===== src/rtl/comp_nbit_serial.sv =====
// Digit-serial magnitude comparator, MSB-first with early exit.
// Signed/unsigned per operation, start/busy/done handshake.
module comp_nbit_serial #(
  parameter int WIDTH = 8,
  parameter int DIGIT = 2
) (
  input  logic             clk,
  input  logic             rst,
  input  logic             start,
  input  logic             signed_mode,
  input  logic [WIDTH-1:0] a,
  input  logic [WIDTH-1:0] b,
  output logic             busy,
  output logic             done,
  output logic             a_gt_b,
  output logic             a_eq_b,
  output logic             a_lt_b
);

  localparam int NDIG = WIDTH / DIGIT;
  localparam int CW   = (NDIG > 1) ? $clog2(NDIG) : 1;

  typedef enum logic [1:0] {
    IDLE = 2'd0,
    CMP  = 2'd1,
    DONE = 2'd2
  } state_t;

  state_t           state_q, state_d;
  logic [WIDTH-1:0] a_q, a_d;
  logic [WIDTH-1:0] b_q, b_d;
  logic             sm_q, sm_d;
  logic [CW-1:0]    cnt_q, cnt_d;
  logic             gt_q, gt_d;
  logic             eq_q, eq_d;
  logic             lt_q, lt_d;
  logic [DIGIT-1:0] da, db;
  logic             flip;

  // State, operand shifters, counter and result registers
  always_ff @(posedge clk or posedge rst) begin
    if (rst) begin
      state_q <= IDLE;
      a_q     <= '0;
      b_q     <= '0;
      sm_q    <= 1'b0;
      cnt_q   <= '0;
      gt_q    <= 1'b0;
      eq_q    <= 1'b0;
      lt_q    <= 1'b0;
    end else begin
      state_q <= state_d;
      a_q     <= a_d;
      b_q     <= b_d;
      sm_q    <= sm_d;
      cnt_q   <= cnt_d;
      gt_q    <= gt_d;
      eq_q    <= eq_d;
      lt_q    <= lt_d;
    end
  end

  // Top digits; in signed mode the first digit's MSB is inverted so
  // negative operands order below non-negative ones
  always_comb begin
    flip = sm_q && (cnt_q == '0);
    da   = a_q[WIDTH-1 -: DIGIT];
    db   = b_q[WIDTH-1 -: DIGIT];
    da[DIGIT-1] = da[DIGIT-1] ^ flip;
    db[DIGIT-1] = db[DIGIT-1] ^ flip;
  end

  // Next-state: capture on start, compare one digit per cycle
  always_comb begin
    state_d = state_q;
    a_d     = a_q;
    b_d     = b_q;
    sm_d    = sm_q;
    cnt_d   = cnt_q;
    gt_d    = gt_q;
    eq_d    = eq_q;
    lt_d    = lt_q;
    unique case (state_q)
      IDLE, DONE: begin
        if (start) begin
          a_d     = a;
          b_d     = b;
          sm_d    = signed_mode;
          cnt_d   = '0;
          gt_d    = 1'b0;
          eq_d    = 1'b0;
          lt_d    = 1'b0;
          state_d = CMP;
        end else begin
          state_d = IDLE;
        end
      end
      CMP: begin
        if (da != db) begin
          gt_d    = (da > db);
          lt_d    = (da < db);
          eq_d    = 1'b0;
          state_d = DONE;
        end else if (cnt_q == CW'(NDIG - 1)) begin
          gt_d    = 1'b0;
          lt_d    = 1'b0;
          eq_d    = 1'b1;
          state_d = DONE;
        end else begin
          a_d   = a_q << DIGIT;
          b_d   = b_q << DIGIT;
          cnt_d = cnt_q + CW'(1);
        end
      end
      default: state_d = IDLE;
    endcase
  end

  assign busy   = (state_q == CMP);
  assign done   = (state_q == DONE);
  assign a_gt_b = gt_q;
  assign a_eq_b = eq_q;
  assign a_lt_b = lt_q;

endmodule


===== config.mk =====
export PLATFORM = sky130hd
export DESIGN_NAME = comp_nbit_serial
export DESIGN_NICKNAME = d
export VERILOG_FILES = /design/src/rtl/comp_nbit_serial.sv
export SDC_FILE = /design/constraint.sdc
export NUM_CORES = 1
export LEC_CHECK = 0
export CAP_MARGIN = 40
export CORE_ASPECT_RATIO = 1.2
export CORE_MARGIN = 3
export CORE_UTILIZATION = 40
export CTS_CLUSTER_SIZE = 20
export DETAILED_ROUTE_END_ITERATION = 12
export SLEW_MARGIN = 20
export SYNTH_ARGS = -nofsm -noshare
export SYNTH_HDL_FRONTEND = slang
export SYNTH_SLANG_ARGS = --single-unit

===== constraint.sdc =====
create_clock -name clk -period 1.6 [get_ports clk]
set_input_delay 0.24 -clock clk [delete_from_list [all_inputs] [get_ports clk]]
set_output_delay 0.24 -clock clk [all_outputs]
set_load 0.005 [all_outputs]

Word-level counts from Yosys, hierarchy flattened --
Cells that the tools add are included.
Storage, ports and cells: bits in writable memories 0, bits in latches 0, register bits 24, memory bits (read-only) 0, word-level logic and storage cells 54, memories 0
Operators by class: reductions and logical operators 8, bitwise logic cells 2, eq/ne operators 8, add/sub/neg operators 1, divide/modulo/power cells 0, shift-type cells 0, multiplexer cells 25, magnitude comparators 2, $mul 0
Operators by type and width (count):
- 8-bit 2-to-1 mux | 6
- 8-bit case mux with 2 select lines | 2
- 2-bit 2-to-1 mux | 5
- 2-bit case mux with 2 select lines | 2
- 1-bit 2-to-1 mux | 7
- 2-bit != test, second input constant | 3
- 1-bit case mux with 2 select lines | 3
- 2-bit == test, second input constant | 2
- 2-bit logical NOT | 2
- 4-bit AND reduction | 1
- 3-bit by 1-bit != test with 1-bit output, second input constant | 1
- 3-bit AND reduction | 1
- 2-bit by 1-bit adder with 2-bit output, second input constant | 1
- 2-bit by 1-bit == test with 1-bit output, second input constant | 1
- 2-bit greater-than comparator | 1
- 2-bit less-than comparator | 1
- 2-bit != test | 1
- 2-bit AND reduction | 1
- 2-bit nonzero test | 1
- 2-bit OR reduction | 1
- 1-bit bitwise XOR | 2
- 1-bit logical AND | 1

Longest topological paths before layout --
Gate-level depths: netlist of run 1.
depth in word-level cells 6, depth in mapped cells 7

Worst setup path after synthesis of run 1 --
No wires, ideal clock.
path kind register to register, start point register b_q[6], end point register a_q[2], data required time 1476 ps, cell stages (with the launch flop) 6, slack 116 ps, arrival time 1361 ps, path through dfrtp_1 ha_1 and2b_2 a31oi_4 buf_6 a21oi_2
On the way: longest elaborated chain between the ends 3
Ends and longest elaborated chain:
- start, declared | RTL line 31 | logic [WIDTH-1:0] b_q, b_d;
- start signal, assigned | RTL line 45 | b_q <= '0;
- start signal, assigned | RTL line 54 | b_q <= b_d;
- 2-bit != test | RTL line 99 | if (da != db) begin
- 2-bit != test (no source line)
- 4-bit AND reduction (no source line)
- end signal, assigned | RTL line 44 | a_q <= '0;
- end signal, assigned | RTL line 53 | a_q <= a_d;
- end, declared | RTL line 30 | logic [WIDTH-1:0] a_q, a_d;
No other way between the ends. A chain may end at the register's enable or synchronous reset.

Worst setup path after layout of run 1 --
start point register a_q[6], end point register a_q[2]
On the way: longest elaborated chain between the ends 3
Ends and longest elaborated chain (RTL line):
- 2-bit != test | 99
- 2-bit != test (no source line)
- 4-bit AND reduction (no source line)
No other way between the ends.

==> results of run 1 <==
[cell type report]
class,instances,share of cell area [%]
flip-flops and latches,24,37.62
well taps,34,2.665
inverters,18,4.232
clock buffers,3,1.411
repair buffers,32,20.53
multi-input cells,70,33.54
[path summary, 6_finish.rpt]
kind | start | endpoint | cells past startpoint
worst max-delay path | a_q[6] | a_q[2] | 6
worst min-delay path | rst | b_q[0] | 3
worst max register to register | a_q[6] | a_q[2] | 6
worst min register to register | sm_q | sm_q | 2
max in group asynchronous | rst | a_q[6] | 3
min in group clk | b[0] | b_q[0] | 3
[critical path, cell delays in order (launching register included)]
cell and delay [ps]:
dfrtp_1 380, inv_1 110, ha_4 230, and2b_4 200
a31oi_4 230, clkbuf_16 210, a21oi_2 50
[metrics by stage]
stage | instances | util, % | worst slack, ps
after global placement | 176 | 53.57 | 67.54
after CTS | 179 | 54.54 | 1.194
final | 181 | 56.26 | 85.96
after floorplan | 115 | - | 115.6
after detailed placement | 176 | 53.57 | 20.27
after global routing | 181 | 56.26 | 14.74
[logic make-up (layout without fill, tap and decap cells)]
logic type | Yosys count | after routing | synth area share, %
AO/OA/AOI/OAI | 36 | 36 | 24.22
AND/OR/NAND/NOR | 29 | 30 | 12.11
flip-flops | 24 | 24 | 49.69
buffers and inverters | 22 | 53 | 8.591
adder cells (fa/ha/maj) | 3 | 3 | 3.106
XOR/XNOR | 1 | 1 | 2.278
[routing by layer]
metal | global-route usage [%] | routed length, µm
met5 | 0 | 0
met1 | 17.32 | 1139
met3 | 1.758 | 77
met4 | 6.231 | 14
met2 | 25.58 | 1319
[what timing repair did]
item | 4_1_cts | 5_1_grt
hold buffers | 0 | 0
gates resized for setup | 3 | 2
endpoints found under the setup margin | 2 | 19
pin swaps | 1 | 2
setup buffers | 0 | 0
cloned | 0 | 2
[power by group through the flow]
| stage | sequential (mW) | combinational [mW] | clock (mW) |
|---|---|---|---|
| floorplan | 1.04 | 1.17 | 0 |
| global placement | 1.08 | 1.57 | 0 |
| detailed placement | 1.09 | 1.60 | 0 |
| CTS | 1.09 | 1.60 | 0.270 |
| global route | 1.12 | 1.93 | 0.292 |
| finish | 1.09 | 1.77 | 0.257 |
[state kept, by name (all words and copies together) (netlist names)]
register	count
cnt_q	2
a_gt_b	1
a_eq_b	1
sm_q	1
a_q	8
state_q	2
a_lt_b	1
b_q	8
[cell usage in the layout (no fill, tap or decap), drive strengths merged]
cell	netlist	layout
dfrtp	24	24
clkdlybuf4s50	0	22
inv	18	18
a21oi	16	16
nand2	15	15
o22ai	12	12
buf	4	7
nand3	6	7
clkbuf	0	4
nor2	3	3
o21ai	3	3
ha	3	3
dlygate4sd2	0	2
nand2b	2	2
and2b	2	2
xnor2	1	1
a31oi	1	1
o32ai	1	1
a22o	1	1
a22oi	1	1
a2bb2o	1	1
nor2b	1	1
==> results.env, run 1 <==
POST-SYNTH-TOP-AREA-FRACTION_PCT=49.69
INITIAL_DRT_PASS_ITERATIONS=4
WORST_PIN_SLEW_PS=307.7
VIA_COUNT=932
POWER_PER_CELL_AREA_nW_PER_UM2=1948
FINAL.SETUP.TNS_PS=0
SKEW_PS=0.7124
TIMING.REG2REG.SETUP_SLACK_PS=90
AREA_GROWTH_PCT=32.09
OUTCOME='completed'
NUMPORTBUFFERS=24
FINALNETCOUNT=172
ANTENNA-DIODE-COUNT=0
DIE_WIDTH_UM=56.18
DRT_FIRST_ITER_VIOLATIONS=24
SYNTHTOPCELLSBYAREA='dfrtp_1, a21oi_2, inv_1'
FINALWORSTPATHREQUIREDPERIOD_PS=1514
FINAL_AREA_UM2=1597
CLKSLEWWORSTSETUPHOLDPATHS_PS=120
GRT_PASS1_VIAS=891
POWER_LEAKAGE_nW=0.7380
SWITCHING_SHARE_PCT=40.18
DIEAREA_UM2=3720
VIA_DENSITY=5.149
YOSYSUNIQUECELLTYPES=25
GROUTE.USAGE.OVERALL_PCT=14.36
KIND_OF_START_POINT_OF_THE_CRITICAL_PATH='flip-flop'
COMB_POWER_SHARE_PCT=56.8
GP_CONGESTION=0.7151
DRT_WL_TOTAL_MM=2.552
CTS_SINKS=24
SYNTH-EDFF-COUNT=0
WORSTSETUPPATHTYPE='reg -> reg'
CLOCK_TREE.BUFFER_DEPTH=2
COREAREA_UM2=2838
FILLER_CELL_COUNT=272
DRT_WL_CELL_UM=14.10
LARGEST_NET_DEGREE_AT_THE_START_OF_GLOBAL_ROUTING=25
PLACEDINSTANCEAREA_UM2=1520
FINAL_MAX_SLEW_VIOL_COUNT=0
DRTANTENNAVIOLNETS=0
GRT_PASS1_WL_MM=4.091
LAYOUT-DRIVE-GT1-SHARE_PCT=22.45
SYN_AREA_UM2=1209
SYNTH_LARGEST_AREA_CELL='dfrtp_1'
ROUTE.DETAILED.DRC=0
ROOT_BUFFER='clkbuf_4'
YS.FLOP_TYPE='dfrtp_1'
HEADROOM_TO_THE_MAX_SLEW_LIMIT_PCT=79.49
TIMING.FINAL.SETUP_VIOLATIONS=0
TIMING.MAX_CAP.VIOLATIONS=0
MULTI_INPUT_AREA_UM2=535.5
FLOORPLAN.IO_PINS=25
WORSTPATHARRIVAL_PS=1720
INTERNAL-POWER_mW=1.860
RSZ_0062_RAISED_AFTER_GLOBAL_ROUTING='no'
YOSYS.CELL_COUNT.TOP_TYPE='dfrtp_1'
TIMING.FINAL.HOLD_VIOLATIONS=0
GRT_ANTENNA_BEFORE_REPAIR=0
DETAILEDPLACEMENTHPWL_MM=1.745
OVERFLOW=0
WORSTHOLDPATHTYPE='in -> async'
CRIT_END_ELEMENT='flip-flop'
PLACEMENT_ROWS=21
TIMING.FMAX_MHz=660.5
WORSTPATHREQUIRED_PS=1800
POST_SYNTH_MOST_FREQUENT_CELLS='dfrtp_1, inv_1, nand2_1'
POWER_FRAC_SEQ_PCT=35.0
DIE_Y_UM=66.22
SEQ_AREA_UM2=600.6
START_UTIL_PCT=42.59
CTS.HTREE.LEVELS=1
HOLD_WS_PS=266.0
CLOCK_POWER_SHARE_PCT=8.3
IRDROPWORSTVDD_mV=1.176
SEQ_AREA_FRAC_SYNTH_PCT=49.69
POWER.NET_SWITCHING_mW=1.249
CP_MAX_FO=7
FINALPOWER_mW=3.109
WORST_SKEW_PAIR.LATE_LATENCY_PS=300
SYN-NUM-NETS=138
POSTSYNTHREGISTERBITS=24
CTS_INSERTED_BUFFERS=3
POST-ROUTE-PERIOD-UTIL_PCT=94.63
SYN_AVG_CELL_AREA_UM2=10.51
POST_SYNTHESIS_ASYNC_SET_OR_RESET_FLOP_SHARE_PCT=100.0
CLOCK_TREE_FROM_TRITONCTS='yes'
SYNTHCELLS=115
YOSYS_WARNINGS=0
Power figures use the tool's default switching activity.
==> inputs of run 2 (changes only) <==
Settings changed: CORE_UTILIZATION 40 to 45, PLACE_DENSITY set to 0.72.
==> run 2 against run 1 <==
Flip-flop and latch count is the same. Sequential share of layout area is 0.44 points lower. Design area is 1.2% higher. Critical path depth increased by 1. Critical path type unchanged. Highest routed layer unchanged. Critical endpoint is now cnt_q[0].
==> results.env, run 2 (synthesized netlist as in run 1, its figures left out) <==
OUTCOME='completed'
TIMING.CRITICAL_PATH.CELLS='inv_2 > ha_4 > and2b_4 > a31oi_4 > buf_12 > nand2_1 > o21ai_1'
HOLD_WS_PS=245.1
FINAL.SETUP.TNS_PS=0
DIEAREA_UM2=3346
MOSTFREQUENTLAYOUTCELL='dfrtp_1'
GRT_PASS1_WL_MM=4.077
DIE_WIDTH_UM=53.31
TIMING.FINAL.HOLD_VIOLATIONS=0
CLOCK_TREE_FROM_TRITONCTS='yes'
DIE_Y_UM=62.77
START_UTIL_PCT=49.85
IRDROPWORSTVDD_mV=1.136
AREA_GROWTH_PCT=33.64
FILLER_CELL_COUNT=212
PLACEMENT_ROWS=19
WORSTPATHREQUIRED_PS=1840
TIMING.MAX_CAP.VIOLATIONS=0
DRT_WL_TOTAL_MM=2.604
GROUTE.USAGE.OVERALL_PCT=16.46
CTS_INSERTED_BUFFERS=3
CRIT_END_ELEMENT='flip-flop'
GRT_ANTENNA_BEFORE_REPAIR=0
TIMING.FINAL.SETUP_VIOLATIONS=0
LAYOUT.CELLS.MOST_COMMON_LIST='dfrtp_1, clkdlybuf4s50_1, inv_1, nand2_1, a21oi_2'
SETUP_WS_PS=76.09
WORST_PIN_SLEW_PS=355.3
CTS_SINKS=24
FINAL_MAX_SLEW_VIOL_COUNT=0
SKEW_PS=12.61
FINALPOWER_mW=3.273
HEADROOM_TO_THE_MAX_SLEW_LIMIT_PCT=76.31
FINALWORSTPATHREQUIREDPERIOD_PS=1524
LARGEST_NET_DEGREE_AT_THE_START_OF_GLOBAL_ROUTING=25
INITIAL_DRT_PASS_ITERATIONS=4
CLOCK_TREE.BUFFER_DEPTH=2
ANTENNA-DIODE-COUNT=0
CTS.HTREE.LEVELS=1
FINALNETCOUNT=171
WORSTSETUPPATHTYPE='reg -> reg'
KIND_OF_START_POINT_OF_THE_CRITICAL_PATH='flip-flop'
VIA_DENSITY=5.197
VIA_COUNT=925
POWER_LEAKAGE_nW=0.7460
STDCELL_COUNT=178
ROUTE.DETAILED.DRC=0
DRT_FIRST_ITER_VIOLATIONS=9
POWER_PER_CELL_AREA_nW_PER_UM2=2026
CLKSLEWWORSTSETUPHOLDPATHS_PS=150
GRT_PASS1_VIAS=935
RSZ_0062_RAISED_AFTER_GLOBAL_ROUTING='no'
WORSTPATHARRIVAL_PS=1770
DRTANTENNAVIOLNETS=0
WORST_PATH_LARGEST_CELL_DELAY_PS=400
COREAREA_UM2=2425
WORST_SKEW_PAIR.LATE_LATENCY_PS=320
GP_CONGESTION=0.7681
POST-PLACE-CELLS=172
LAYOUT-DRIVE-GT1-SHARE_PCT=23.13
LARGESTREGISTERS='a_q: 8 flops, b_q: 8 flops'
POST-ROUTE-PERIOD-UTIL_PCT=95.24
DETAILEDPLACEMENTHPWL_MM=1.742
CTS_SETUP_BUFFERS=0
OVERFLOW=0
DRT_WL_CELL_UM=14.63
WORSTHOLDPATHTYPE='in -> async'
ROOT_BUFFER='clkbuf_4'
WORST_PATH_MAX_DELAY_CELL='dfrtp_1'
FLOORPLAN.IO_PINS=25
NUMPORTBUFFERS=24
CP_MAX_FO=7
PLACEMENT_SETUP_SLACK_PS=44.21
TIMING.FMAX_MHz=656.2
## run 2: what timing repair did
item                       4_1_cts  5_1_grt
gates resized for setup          4        2
setup endpoints to repair        2       13
hold endpoints to repair         0        0
cloned                           0        2
hold buffers                     0        0
## run 2: cell type report
type,instances,area [µm²],share of cell area [%]
Clock buffer,3,22.52,1.394
Clock inverter,1,30.03,1.859
Inverter,18,67.56,4.183
Multi-Input combinational cell,70,535.5,33.15
Sequential cell,24,600.6,37.18
Tap cell,31,38.79,2.401
Timing Repair Buffer,31,320.3,19.83
## run 2: path summary, 6_finish.rpt
path | endpoint | depth (start not counted) | slack (ps) | start
worst max register to register | cnt_q[0] | 7 | 80 | a_q[6]
worst max-delay path | cnt_q[0] | 7 | 80 | a_q[6]
worst min-delay path | a_q[5] | 3 | 250 | rst
max in group asynchronous | b_q[2] | 3 | 1110 | rst
worst min register to register | sm_q | 2 | 490 | sm_q
min in group clk | sm_q | 3 | 440 | signed_mode
## run 2: power by group
part           leakage, nW  total [mW]  switching [mW]  internal (mW)
clock               0.0279       0.448           0.195          0.253
combinational        0.430        1.74           0.880          0.863
sequential           0.288        1.08           0.204          0.879
total                0.746        3.27            1.28           1.99
## run 2: worst max-delay path: cells and delay by family (launching register included)
family	cells	cell delay (ps)
simple gates	2	260
fa+ha+maj	1	210
compound gates	2	340
flops	1	400
buf+inv	2	240
## run 2: stage by stage
step                utilization [%]  instance area [µm²]
finish                        66.62                 1615
CTS                           65.12                 1579
global route                  66.62                 1615
detailed placement            62.23                 1509
floorplan                         -                 1209
global placement              62.23                 1509
## run 2: metal layers
metal / GRT usage (%) / part of all wire [%] / vias up
met3: 3.103 / 3.3 / 2
met5: 0 / 0 / -
met1: 19.33 / 42 / 454
met4: 5.751 / 0.65 / 0
li1: - / - / 455
met2: 28.68 / 54 / 14
